$ cat config.mk
export PLATFORM = sky130hd
export DESIGN_NAME = regress_ctrl
export DESIGN_NICKNAME = d
export VERILOG_FILES = /design/src/rtl/regress_ctrl.sv
export SDC_FILE = /design/constraint.sdc
export NUM_CORES = 1
export LEC_CHECK = 0
export ABC_AREA = 1
export BUFFER_PORTS_ARGS = -buffer_cell sky130_fd_sc_hd__buf_2
export CORE_UTILIZATION = 40
export CTS_BUF_LIST = sky130_fd_sc_hd__clkbuf_8
export DETAILED_ROUTE_END_ITERATION = 12
export PLACE_DENSITY_LB_ADDON = 0.08
export SLEW_MARGIN = 20
export SYNTH_ARGS = -nofsm -noshare
export SYNTH_HDL_FRONTEND = slang
export SYNTH_SLANG_ARGS = --single-unit
$ cat constraint.sdc
create_clock -name Clk -period 4.1 [get_ports Clk]
set_clock_uncertainty 0.1 [all_clocks]
set_input_delay 0.41 -clock Clk [delete_from_list [all_inputs] [get_ports Clk]]
set_output_delay 0.41 -clock Clk [all_outputs]
set_load 0.005 [all_outputs]
$ cat src/rtl/regress_ctrl.sv
// Run controller for reference-vs-autogen datapath regressions: sequences a
// stimulus run, compares every lane LATENCY cycles after each vector, and reports errors.
module regress_ctrl #(
    parameter int DATAWIDTH   = 32,
    parameter int NUM_OUTS    = 2,
    parameter int LATENCY     = 2,
    parameter int NUM_VECTORS = 1000,
    parameter int ERR_CNT_W   = 16
) (
    input  logic                          Clk,
    input  logic                          Rst,
    input  logic                          Start,
    input  logic [NUM_OUTS*DATAWIDTH-1:0] Meas,
    input  logic [NUM_OUTS*DATAWIDTH-1:0] Ref,
    output logic                          StimEn,
    output logic                          Busy,
    output logic                          Done,
    output logic                          Pass,
    output logic [ERR_CNT_W-1:0]          ErrCnt,
    output logic [31:0]                   FirstErrIdx,
    output logic [NUM_OUTS-1:0]           FirstErrMask,
    output logic [NUM_OUTS-1:0]           ErrPulse
);

    typedef enum logic [1:0] {
        S_IDLE,
        S_RUN,
        S_DRAIN,
        S_DONE
    } state_e;

    localparam logic [31:0] LAST_VEC   = 32'(NUM_VECTORS - 1);
    localparam logic [31:0] LAST_DRAIN = 32'(LATENCY - 1);

    state_e                 state_q, state_d;
    logic [31:0]            cnt_q, cnt_d;
    logic                   run_clear;
    logic                   stim_en;

    logic [LATENCY-1:0]     vld_q, vld_d;
    logic                   cmp_valid;
    logic [NUM_OUTS-1:0]    lane_mis;
    logic [31:0]            cmp_idx_q, cmp_idx_d;
    logic [ERR_CNT_W-1:0]   err_cnt_q, err_cnt_d;
    logic [31:0]            first_idx_q, first_idx_d;
    logic [NUM_OUTS-1:0]    first_mask_q, first_mask_d;
    logic [NUM_OUTS-1:0]    err_pulse_q, err_pulse_d;

    // cnt_q is the vector index in RUN and the elapsed-cycle count in DRAIN.
    always_comb begin
        // NOTE: every always_comb output gets a default first so no path leaves it unassigned (no latch).
        state_d   = state_q;
        cnt_d     = cnt_q;
        run_clear = 1'b0;
        stim_en   = 1'b0;
        case (state_q)
            S_IDLE, S_DONE: begin
                if (Start) begin
                    state_d   = S_RUN;
                    cnt_d     = '0;
                    run_clear = 1'b1;
                end
            end
            S_RUN: begin
                stim_en = 1'b1;
                if (cnt_q == LAST_VEC) begin
                    state_d = S_DRAIN;
                    cnt_d   = '0;
                end else begin
                    cnt_d = cnt_q + 32'd1;
                end
            end
            S_DRAIN: begin
                if (cnt_q == LAST_DRAIN) begin
                    state_d = S_DONE;
                    cnt_d   = '0;
                end else begin
                    cnt_d = cnt_q + 32'd1;
                end
            end
            default: begin
                state_d = S_IDLE;
                cnt_d   = '0;
            end
        endcase
    end

    always_comb begin
        vld_d[0] = stim_en;
        for (int i = 1; i < LATENCY; i++) begin
            vld_d[i] = vld_q[i-1];
        end
        for (int n = 0; n < NUM_OUTS; n++) begin
            lane_mis[n] = (Meas[n*DATAWIDTH +: DATAWIDTH] != Ref[n*DATAWIDTH +: DATAWIDTH]);
        end
    end

    assign cmp_valid = vld_q[LATENCY-1];

    // The pipe is empty whenever run_clear fires, so clear and compare never collide.
    always_comb begin
        cmp_idx_d    = cmp_idx_q;
        err_cnt_d    = err_cnt_q;
        first_idx_d  = first_idx_q;
        first_mask_d = first_mask_q;
        err_pulse_d  = cmp_valid ? lane_mis : '0;
        if (run_clear) begin
            cmp_idx_d    = '0;
            err_cnt_d    = '0;
            first_idx_d  = '0;
            first_mask_d = '0;
        end else if (cmp_valid) begin
            cmp_idx_d = cmp_idx_q + 32'd1;
            if (|lane_mis) begin
                if (err_cnt_q == '0) begin
                    first_idx_d  = cmp_idx_q;
                    first_mask_d = lane_mis;
                end
                if (err_cnt_q != '1) begin
                    err_cnt_d = err_cnt_q + ERR_CNT_W'(1);
                end
            end
        end
    end

    // NOTE: reset is synchronous here, so Rst is simply the highest-priority branch on the clock edge.
    always_ff @(posedge Clk) begin
        if (Rst) begin
            state_q      <= S_IDLE;
            cnt_q        <= '0;
            vld_q        <= '0;
            cmp_idx_q    <= '0;
            err_cnt_q    <= '0;
            first_idx_q  <= '0;
            first_mask_q <= '0;
            err_pulse_q  <= '0;
        end else begin
            // NOTE: non-blocking assignments so every register samples pre-edge values.
            state_q      <= state_d;
            cnt_q        <= cnt_d;
            vld_q        <= vld_d;
            cmp_idx_q    <= cmp_idx_d;
            err_cnt_q    <= err_cnt_d;
            first_idx_q  <= first_idx_d;
            first_mask_q <= first_mask_d;
            err_pulse_q  <= err_pulse_d;
        end
    end

    assign StimEn       = stim_en;
    assign Busy         = (state_q == S_RUN) || (state_q == S_DRAIN);
    assign Done         = (state_q == S_DONE);
    assign Pass         = Done && (err_cnt_q == '0);
    assign ErrCnt       = err_cnt_q;
    assign FirstErrIdx  = first_idx_q;
    assign FirstErrMask = first_mask_q;
    assign ErrPulse     = err_pulse_q;

endmodule

Word level (Yosys, flattened, before mapping)
Index checks and enable logic that the tools add are counted.
W data, S select, Z words.
{ "totals": {"reg_bits": 120, "input_bits": 131, "out_inout_bits": 56} }
{ "classes": {"add_sub_neg": 3, "eq_ne": 11, "n_mux": 11, "bitwise_logic": 1, "n_reduce_logical": 11} }
{ "op_table": {"columns": ["op", "n"], "rows": [
  ["$mux W32", 3],
  ["$pmux W32 S3", 1],
  ["$add A32 B1 Y32 const B", 2],
  ["$ne A32 B32 Y1", 2],
  ["$eq A32 B1 Y1 const B", 1],
  ["$eq A32 B10 Y1 const B", 1],
  ["$add A16 B1 Y16 const B", 1],
  ["$logic_not A16 Y1", 1],
  ["$ne A16 B16 Y1 const B", 1],
  ["$reduce_and A3 Y1", 3],
  ["$reduce_or A2 Y1", 4],
  ["$mux W2", 3],
  ["$ne A2 B2 Y1 const B", 3],
  ["$pmux W2 S3", 1],
  ["$eq A2 B2 Y1 const B", 2],
  ["$mux W1", 3],
  ["$eq A2 B1 Y1 const B", 1],
  ["$logic_not A2 Y1", 1],
  ["$logic_and A1 B1 Y1", 1],
  ["$logic_or A1 B1 Y1", 1],
  ["$not A1 Y1", 1]
]} }

Longest topological paths before layout
Gate-level depths: netlist of the first run.
{ "depth": {"depth_word": 4, "mapped_depth": 15, "depth_no_buf": 13} }

Worst setup path before layout of the first run
OpenSTA, ideal clock, no wires.
{ "synth_path": {"path_type": "register to register", "start": "register err_cnt_q[0], in the netlist ErrCnt[0]", "end": "register err_cnt_q[10], in the netlist ErrCnt[10]", "arrival_ps": 1737, "required_ps": 3869, "path_slack_ps": 2132, "stages_incl_launch_ff": 10, "n_path_buf": 1, "path_cell_list": "dfxtp_1 -> ha_1 -> nand2_2 -> nor3_4 -> nand3_2 -> nor3_4 -> nand3_4 -> clkbuf_1 -> nand4_1 -> a21oi_2"} }
{ "synth_between": {"elab_chain_cells": 2, "elab_cells_between_ends": 3, "cone_classes": "1 x add/sub; 1 x eq/ne; 1 x reduce/logical"} }
{ "synth_lines": {"columns": ["element", "line", "source"], "rows": [
  ["start: declaration", "44", "logic [ERR_CNT_W-1:0] err_cnt_q, err_cnt_d;"],
  ["start signal: assignment", "143", "err_cnt_q <= err_cnt_d;"],
  ["branches (longest 2 deep; another with $add A16 B1 Y16)", null, null]
]} }
Several ways; the timed one is not identified.
A chain may end at the register's enable or synchronous reset.

Worst setup path in the final report of the first run
{ "layout_path": {"start": "register err_cnt_q[0], in the netlist ErrCnt[0]", "end": "output Pass"} }
{ "layout_between": {"elab_chain_cells": 2} }
{ "layout_lines": {"columns": ["element", "line", "source"], "rows": [
  ["$logic_not A16 Y1", "153", "assign Pass = Done && (err_cnt_q == '0);"],
  ["$logic_and A1 B1 Y1", "153", null],
  ["end: declaration", "18", "output logic Pass,"]
]} }
Every way passes these cells.

==> results of run 1 <==
through the flow:
| stage | hold WS [ns] | power [W] | util |
|---|---|---|---|
| global route | 0.3290 | 0.003346 | 0.4922 |
| floorplan | 0.2883 | 0.001785 | - |
| CTS | 0.3160 | 0.003179 | 0.4922 |
| detailed placement | 0.2979 | 0.002082 | 0.4705 |
| finish | 0.3087 | 0.003135 | 0.4922 |
| global placement | 0.2903 | 0.002070 | 0.4705 |
power by group through the flow:
stage	clock network, W	logic, W	registers (W)
4_1_cts	0.00112	0.000808	0.00125
2_1_floorplan	0	0.000511	0.00127
5_1_grt	0.00118	0.000914	0.00126
6_report	0.00109	0.000797	0.00125
3_5_place_dp	0	0.000805	0.00128
3_3_place_gp	0	0.000796	0.00127
layer usage:
metal | vias to the layer above | part of all wire | global-route usage
met1 | 3465 | 0.50 | 0.2942
li1 | 4350 | - | -
met4 | 0 | 0.012 | 0.05721
met3 | 23 | 0.051 | 0.05163
met5 | - | 0 | 0
met2 | 214 | 0.44 | 0.3455
registers in the layout, summed over array words and instances (netlist names):
name,cells
ErrCnt,16
ErrPulse,2
FirstErrIdx,32
FirstErrMask,2
cmp_idx_q,32
cnt_q,32
state_q,2
vld_q,2
path summary, 6_finish.rpt:
| check | start | endpoint | slack, ns | cells past startpoint |
|---|---|---|---|---|
| worst max-delay path | ErrCnt[0] | Pass | 1.58 | 6 |
| worst min-delay path | vld_q[0] | vld_q[1] | 0.31 | 2 |
| worst min register to register | vld_q[0] | vld_q[1] | 0.31 | 2 |
| worst max register to register | state_q[0] | cmp_idx_q[13] | 1.59 | 7 |
layout make-up:
type / count / area, um^2
clock buffer: 19 / 261.5
clock inverter: 13 / 145.1
fill: 2034 / 9530
inverter: 206 / 773.2
multi-input combinational: 941 / 4367
sequential: 120 / 2402
tap: 234 / 292.8
timing repair buffer: 193 / 996.0
cell families (layout without fill, tap and decap cells):
family	Yosys count	in the layout
buf+inv	238	431
xor+xnor	51	51
compound gates	87	87
simple gates	794	794
fa+ha+maj	9	9
flops	120	120
synthesized netlist by cell type (3+ instances only):
library cell  number  area share
nand2_1          378        0.18
nor2_1           265        0.13
inv_1            204        0.10
dfxtp_1          120        0.31
a21oi_1           55       0.036
nand3_1           51       0.033
xor2_1            42       0.048
nand4_1           40       0.033
nor3_1            34       0.022
clkbuf_1          22       0.011
o21ai_0           15      0.0098
o21a_1            11       0.011
ha_1               9       0.015
xnor2_1            9       0.010
buf_4              6      0.0059
or2_2              4      0.0033
nand2_2            3      0.0024
nand3b_1           3      0.0029
worst max-delay path, stage by stage, from the launching register on:
cell	delay, ns
dfxtp_1	0.36
inv_1	0.11
ha_1	0.18
nand3_1	0.10
nor4_2	0.50
and2_1	0.20
buf_2	0.11
==> out/results.tsv, run 1 <==
stage	metric	value	unit
outcome	status	complete, no violations	
clock_network	h-tree-depth	4	
placed_design	post-place-ws	1.652	ns
floorplanning	dieWidth	140.6	um
layout	layout_common_cells	nand2_1, nor2_1, inv_1, buf_2, dfxtp_1	
layout	syn_to_final_growth	20.26	%
power	swShare	0.3468	
timing	post-route-min-period	2.522	ns
yosys	ys_async_sr_fraction	0	
power	power.internal	0.002048	W
power	pwr-share-comb	0.254	
yosys	syn_avg_cell_area	5.913	um^2
clock_network	cts_setup_buffers	0	
routing	drt-total-wl	20170	um
yosys	yosys.area_share.xor_xnor	0.05815	
clock_network	cts_buffer_depth	2	
timing	worstMarginPinSlew	0.9536	ns
floorplanning	die_h	140.6	um
timing	hold_viol	0	
grt	gr-total-overflow	0	
grt	grt_first_pass_wirelength	35070	um
timing	worst_slack	1.578	ns
power	p_clk_frac	0.347	
floorplanning	start_util	0.4093	
floorplanning	core	18770	um^2
floorplanning	die-area	19760	um^2
layout	drive_gt1_frac	0.1649	
clock_network	clkTransAtPathRegs	0.08	ns
placed_design	gp_congestion	0.9212	
routing	first_iter_violations	425	
worst_hold_path	hp-class	reg2reg	
yosys	synth_top_family_by_area	simple AND/OR/NAND/NOR gates	
yosys	seq_area_frac_synth	0.3128	
placed_design	port_buffers	186	
yosys	yosys.cell_types.count	38	
routing	avgRoutedWirePerCell	11.68	um
job	cap_violations	0	
power	leakagePower	4.672	nW
clock_network	cts_num_sinks	120	
yosys	ys_warn_count	0	
yosys	yosys.area_share.simple	0.4322	
clock_network	cts_tree	built	
power	ir_drop	214.5	uV
routing	dr.pass1.iters	5	
critical_path	required	3.59	ns
critical_path	startpoint_type	flip-flop	
timing	clock.fmax	396.6	MHz
placed_design	placed_cell_area	8831	um^2
layout	nets	1619	
power	p_seq_frac	0.398	
critical_path	critPathKind	reg2out	
clock_network	cts_hold_buffers	0	
yosys	synth-compound-area-share	0.06174	
grt	grt_start_max_net_pins	67	
clock_network	clk_latency	0.45	ns
grt	grt_pass1_vias	7601	
timing	fin_crit_sh	0.6150	
floorplanning	row_count	50	
layout	antennaDiodeCount	0	
placed_design	placedCellCount	1694	
timing	setup-violations-final	0	
grt	grt_usage	0.2172	
critical_path	cp-end-kind	output pin	
timing	rsz0062_at_grt	false	
yosys	synthAdderAreaFrac	0.01466	
yosys	synthCells	1299	
floorplanning	io_pins	187	
timing	finalSetupTns	0	ns
layout	final_cell_count_no_fill	1726	
clock_network	cts_root_buf	clkbuf_8	
yosys	synth_edf_count	0	
critical_path	path_max_fanout	5	
layout	design_area	9238	um^2
clock_network	ctsResizeCount	0	
timing	slew_violations	0	
routing	ant_nets	0	
yosys	synth_area	7681	um^2
yosys	synthFlopType	dfxtp_1	
layout	layout_commonest_cell	nand2_1	
clock_network	cts_inserted_buffers	17	
yosys	synth_seq_cells	120	
critical_path	worstPathArrival	2.01	ns
placed_design	hpwl	15370	um
power	p_per_area	339.4	nW/um^2
routing	drc	0	
yosys	syn-num-nets	1439	
power	switching_power	0.001087	W
routing	dr_total_vias	8052	
grt	grt_antenna_before_repair	0	
yosys	muxShareOfSynthArea	0	
timing	max_slew_margin	0.3604	
routing	routed_via_density	4.665	
No activity file was read; power rests on OpenSTA's default activity.
==> inputs of run 2 (changes only) <==
- clock period: 4.1 -> 2.2 ns (I/O delays scaled with it)
==> out/results.tsv, run 2 (synthesized netlist as in run 1, its figures left out) <==
stage	metric	value	unit
grt	gr-total-overflow	0	
critical_path	required	1.88	ns
clock_network	clkTransAtPathRegs	0.07	ns
critical_path	worst-path-stages	7	
critical_path	worstPathArrival	1.82	ns
routing	drt-total-wl	20780	um
routing	dr.pass1.iters	5	
timing	clock.fmax	468.2	MHz
critical_path	path_max_fanout	5	
placed_design	placed_cell_area	9044	um^2
routing	dr_total_vias	8113	
critical_path	cpPeakStageDelay	0.37	ns
clock_network	cts_buffer_depth	2	
power	leakagePower	4.889	nW
layout	drive_gt1_frac	0.1825	
layout	fill_cells	1974	
critical_path	slowest_stage	dfxtp_4	
floorplanning	start_util	0.4093	
grt	grt_pass1_vias	7619	
critical_path	startpoint_type	flip-flop	
floorplanning	die-area	19760	um^2
timing	setup-violations-final	0	
timing	slew_violations	0	
timing	worstMarginPinSlew	0.5566	ns
placed_design	placedCellCount	1719	
routing	drc	0	
grt	grt_antenna_before_repair	0	
timing	fin_crit_sh	0.9708	
layout	final_cell_count_no_fill	1752	
worst_hold_path	hp-class	in2reg	
routing	dr_wl_met3	1276	um
timing	worst_slack	0.06416	ns
critical_path	critPathKind	reg2out	
critical_path	r2r_cells	9	
layout	design_area	9568	um^2
clock_network	clk_latency	0.45	ns
grt	grt_usage	0.2211	
critical_path	path_buf_inv	3	
routing	highest_layer	met4	
routing	first_iter_violations	477	
grt	grt_start_max_net_pins	52	
timing	post-route-min-period	2.136	ns
routing	wl_met1	10100	um
power	p_per_area	657.9	nW/um^2
clock_network	cts_inserted_buffers	17	
critical_path	cp-end-kind	output pin	
timing	max_slew_margin	0.6290	
routing	ant_nets	0	
outcome	status	complete, no violations	
floorplanning	die_h	140.6	um
clock_network	cts_num_sinks	120	
worst_hold_path	hold_depth	2	
floorplanning	row_count	50	
layout	layout_common_cells	nand2_1, nor2_1, inv_1, buf_2, dfxtp_1	
layout	nets	1645	
timing	rsz0062_at_grt	true	
floorplanning	dieWidth	140.6	um
layout	antennaDiodeCount	0	
clock_network	cts_root_buf	clkbuf_8	
routing	wl_met2	9168	um
timing	hold_viol	0	
critical_path	crit_chain	inv_4, ha_4, nand3_2, nor4_4, buf_4, and2_4, buf_6	
clock_network	h-tree-depth	4	
power	ir_drop	418.1	uV
placed_design	post-place-ws	0.1803	ns
floorplanning	core	18770	um^2
layout	layout_commonest_cell	nand2_1	
grt	grt_first_pass_wirelength	35310	um
job	cap_violations	0	
routing	routed_via_density	4.631	
floorplanning	io_pins	187	
layout	syn_to_final_growth	24.56	%
critical_path	critPathTopFamily	simple AND/OR/NAND/NOR gates	
clock_network	cts_tree	built	
placed_design	gp_congestion	0.9173	
placed_design	port_buffers	186	
routing	avgRoutedWirePerCell	11.86	um
placed_design	hpwl	16090	um
-- run 2: layout make-up --
| type | count | area (um^2) | area share |
|---|---|---|---|
| clock buffers | 21 | 289.0 | 0.03021 |
| clock inverters | 11 | 176.4 | 0.01844 |
| inverters | 206 | 775.7 | 0.08108 |
| multi-input cells | 941 | 4400 | 0.4599 |
| flip-flops and latches | 120 | 2407 | 0.2516 |
| well taps | 234 | 292.8 | 0.03060 |
| repair buffers | 219 | 1226 | 0.1282 |
-- run 2: final timing paths --
kind	slack (ns)	start	endpoint
max	0.06	ErrCnt[0]	Pass
min	0.1	Rst	cnt_q[20]
max reg2reg	0.21	cmp_idx_q[5]	cmp_idx_q[22]
min reg2reg	0.30	vld_q[0]	vld_q[1]
-- run 2: repair_timing --
action / in CTS / in global routing
gates resized for setup: 0 / 15
setup buffers: 0 / 1
hold buffers: 0 / 0
endpoints found under the setup margin: 1 / 14
gates cloned: 0 / 0
pin swaps: 1 / 1
-- run 2: stage by stage --
step | power [W] | hold slack (ns) | util | TNS, ns
6_report | 0.006295 | 0.09578 | 0.5098 | 0
5_1_grt | 0.006679 | 0.09640 | 0.5098 | -0.04254
4_1_cts | 0.006337 | 0.09081 | 0.5067 | 0
3_5_place_dp | 0.003978 | 0.2973 | 0.4819 | 0
3_3_place_gp | 0.003963 | 0.2915 | 0.4819 | 0
2_1_floorplan | 0.003327 | 0.2883 | - | 0
-- run 2: report_power, final --
group	leakage [nW]	internal [W]	switching [W]	total, W
clock network	0.249	0.00145	0.000896	0.00235
registers	0.969	0.00227	0.0000597	0.00233
logic	3.67	0.000572	0.00105	0.00162
-- run 2: routing by layer --
metal,vias up,global-route usage
li1,4393,-
met1,3490,0.2868
met2,205,0.3611
met3,25,0.05944
met4,0,0.06121
met5,-,0
==> inputs of run 3 (changes only) <==
- ABC_AREA: 1 -> default
==> out/results.tsv, run 3 <==
stage	metric	value	unit
outcome	status	complete, no violations	
power	ir_drop	594.1	uV
grt	grt_usage	0.2285	
critical_path	worstPathArrival	2.40	ns
critical_path	r2r-end	state_q[0]	
layout	layout_commonest_cell	buf_2	
layout	syn_to_final_growth	42.18	%
clock_network	cts_inserted_buffers	17	
floorplanning	die-area	16270	um^2
timing	worst_slack	0.04048	ns
worst_hold_path	hp-class	in2reg	
floorplanning	start_util	0.4118	
job	cap_violations	0	
placed_design	post-place-ws	-0.2809	ns
yosys	yosysMostFrequentCell	dfxtp_1	
yosys	synth_edf_count	0	
grt	grt_pass1_vias	6102	
routing	avgRoutedWirePerCell	13.96	um
yosys	synthFlopType	dfxtp_1	
critical_path	required	2.44	ns
placed_design	hpwl	13100	um
yosys	synth_seq_cells	120	
floorplanning	io_pins	187	
timing	setup-violations-final	0	
critical_path	crit_start	cnt_q[22]	
grt	grt_start_max_net_pins	65	
power	leakagePower	3.686	nW
timing	whs	0.03563	ns
critical_path	worst-path-stages	7	
yosys	ys_async_sr_fraction	0	
layout	drive_gt1_frac	0.3517	
routing	first_iter_violations	308	
yosys	synthCells	789	
yosys	seq_area_frac_synth	0.3810	
critical_path	slowest_stage	or4_4	
timing	fin_crit_sh	0.9816	
layout	nets	1199	
critical_path	cpPeakStageDelay	0.49	ns
clock_network	h-tree-depth	4	
yosys	yosys.cell_types.count	48	
clock_network	clk_latency	0.46	ns
critical_path	path_max_fanout	4	
critical_path	r2r_setup_slack	0.04	ns
routing	dr.pass1.iters	5	
yosys	yosysTopAreaCell	dfxtp_1	
floorplanning	core	15310	um^2
layout	layout_common_cells	buf_2, dfxtp_1, buf_4, xor2_1, o21ai_0	
yosys	syn-num-nets	929	
critical_path	r2r_cells	7	
yosys	yosysTopAreaCellShare	0.3810	
critical_path	critPathKind	reg2reg	
critical_path	crit_chain	nor4_4, nand4_1, buf_6, or4_4, a21oi_4, nand2_1, mux2_4	
yosys	synth_area	6306	um^2
placed_design	placedCellCount	1240	
critical_path	critPathTopFamily	simple AND/OR/NAND/NOR gates	
placed_design	port_buffers	186	
clock_network	cts_buffer_depth	2	
grt	grt_antenna_before_repair	1	
routing	ant_nets	0	
critical_path	path_buf_inv	1	
grt	grt_first_pass_wirelength	29540	um
clock_network	cts_root_buf	clkbuf_8	
yosys	syn_avg_cell_area	7.992	um^2
critical_path	cp-end-kind	flip-flop	
yosys	ys_warn_count	0	
clock_network	cts_num_sinks	120	
floorplanning	row_count	45	
power	p_per_area	635.9	nW/um^2
timing	worstMarginPinSlew	0.4313	ns
clock_network	cts_tree	built	
routing	routed_via_density	5.057	
timing	hold_viol	0	
layout	final_cell_count_no_fill	1284	
grt	gr-total-overflow	0	
routing	dr_total_vias	6493	
yosys	netlist_top_cells_area	dfxtp_1, xor2_1, o21ai_0	
timing	max_slew_margin	0.7116	
routing	drc	0	
yosys	synth_commonest_cells	dfxtp_1, xor2_1, o21ai_0	
layout	final_util	0.5855	
power	power.total	0.005701	W
critical_path	r2r_start	cnt_q[22]	
timing	clock.fmax	463.1	MHz
floorplanning	die_h	127.6	um
placed_design	gp_congestion	0.8585	
routing	drt-total-wl	17930	um
clock_network	clkTransAtPathRegs	0.08	ns
critical_path	startpoint_type	flip-flop	
timing	slew_violations	0	
timing	post-route-min-period	2.160	ns
critical_path	endpoint	state_q[0]	
timing	rsz0062_at_grt	true	
layout	fill_cells	1472	
floorplanning	dieWidth	127.6	um
==> run 3: area by class of cell <==
type	count	area (um^2)	share of cell area
Antenna cell	1	2.502	0.0002791
Clock buffer	19	261.5	0.02917
Clock inverter	13	177.7	0.01982
Inverter	25	93.84	0.01047
Multi-Input combinational cell	601	3877	0.4325
Sequential cell	120	2416	0.2695
Tap cell	211	264.0	0.02944
Timing Repair Buffer	294	1873	0.2089
==> run 3: metal layers <==
metal,GRT usage,wire (um),vias up
met5,0,15,-
met4,0.08754,292,2
met3,0.04481,612,25
met2,0.3680,8329,124
met1,0.3013,8676,2969
li1,-,-,3373
==> run 3: worst min-delay path: cells and delay by family <==
family / cells / cell delay, ns
buffers and inverters: 2 / 0.29
AOI/OAI and AO/OA: 1 / 0.04
==> run 3: where the power goes <==
part	switching (W)	internal (W)	total (W)	leakage, nW
registers	0.0000371	0.00222	0.00225	0.971
clock network	0.000928	0.00129	0.00221	0.221
logic	0.000639	0.000594	0.00123	2.50
==> run 3: worst min path at each step <==
stage,start,endpoint,slack [ns],depth (start not counted)
after floorplan,Start,cnt_q[0],0.30,2
after global placement,vld_q[0],vld_q[1],0.34,1
after detailed placement,vld_q[0],vld_q[1],0.34,1
after CTS,Rst,cnt_q[0],0.01,3
after global routing,Rst,cnt_q[0],0.04,3
final,Rst,cnt_q[0],0.04,3
==> run 3: what timing repair did <==
action                                 in CTS  in global routing
gates cloned                                0                  1
gates resized for setup                    17                 44
endpoints found under the hold margin       1                  0
pin swaps                                   7                 13
hold buffers                                1                  0
setup endpoints to repair                  40                 42
buffers inserted                            5                  5
==> run 3: cell families after synthesis <==
logic type | share of synthesized area
fa+ha+maj | 0.01786
xor+xnor | 0.1264
mux | 0.006548
simple gates | 0.2716
buf+inv | 0.04345
flops | 0.3810
compound gates | 0.1532
==> run 3: per-stage QoR <==
| stage | instance area, um^2 | TNS [ns] |
|---|---|---|
| global placement | 8170 | -5.610 |
| global route | 8964 | -0.07352 |
| detailed placement | 8170 | -5.938 |
| finish | 8966 | 0 |
| CTS | 8731 | 0 |
| floorplan | 6306 | 0 |
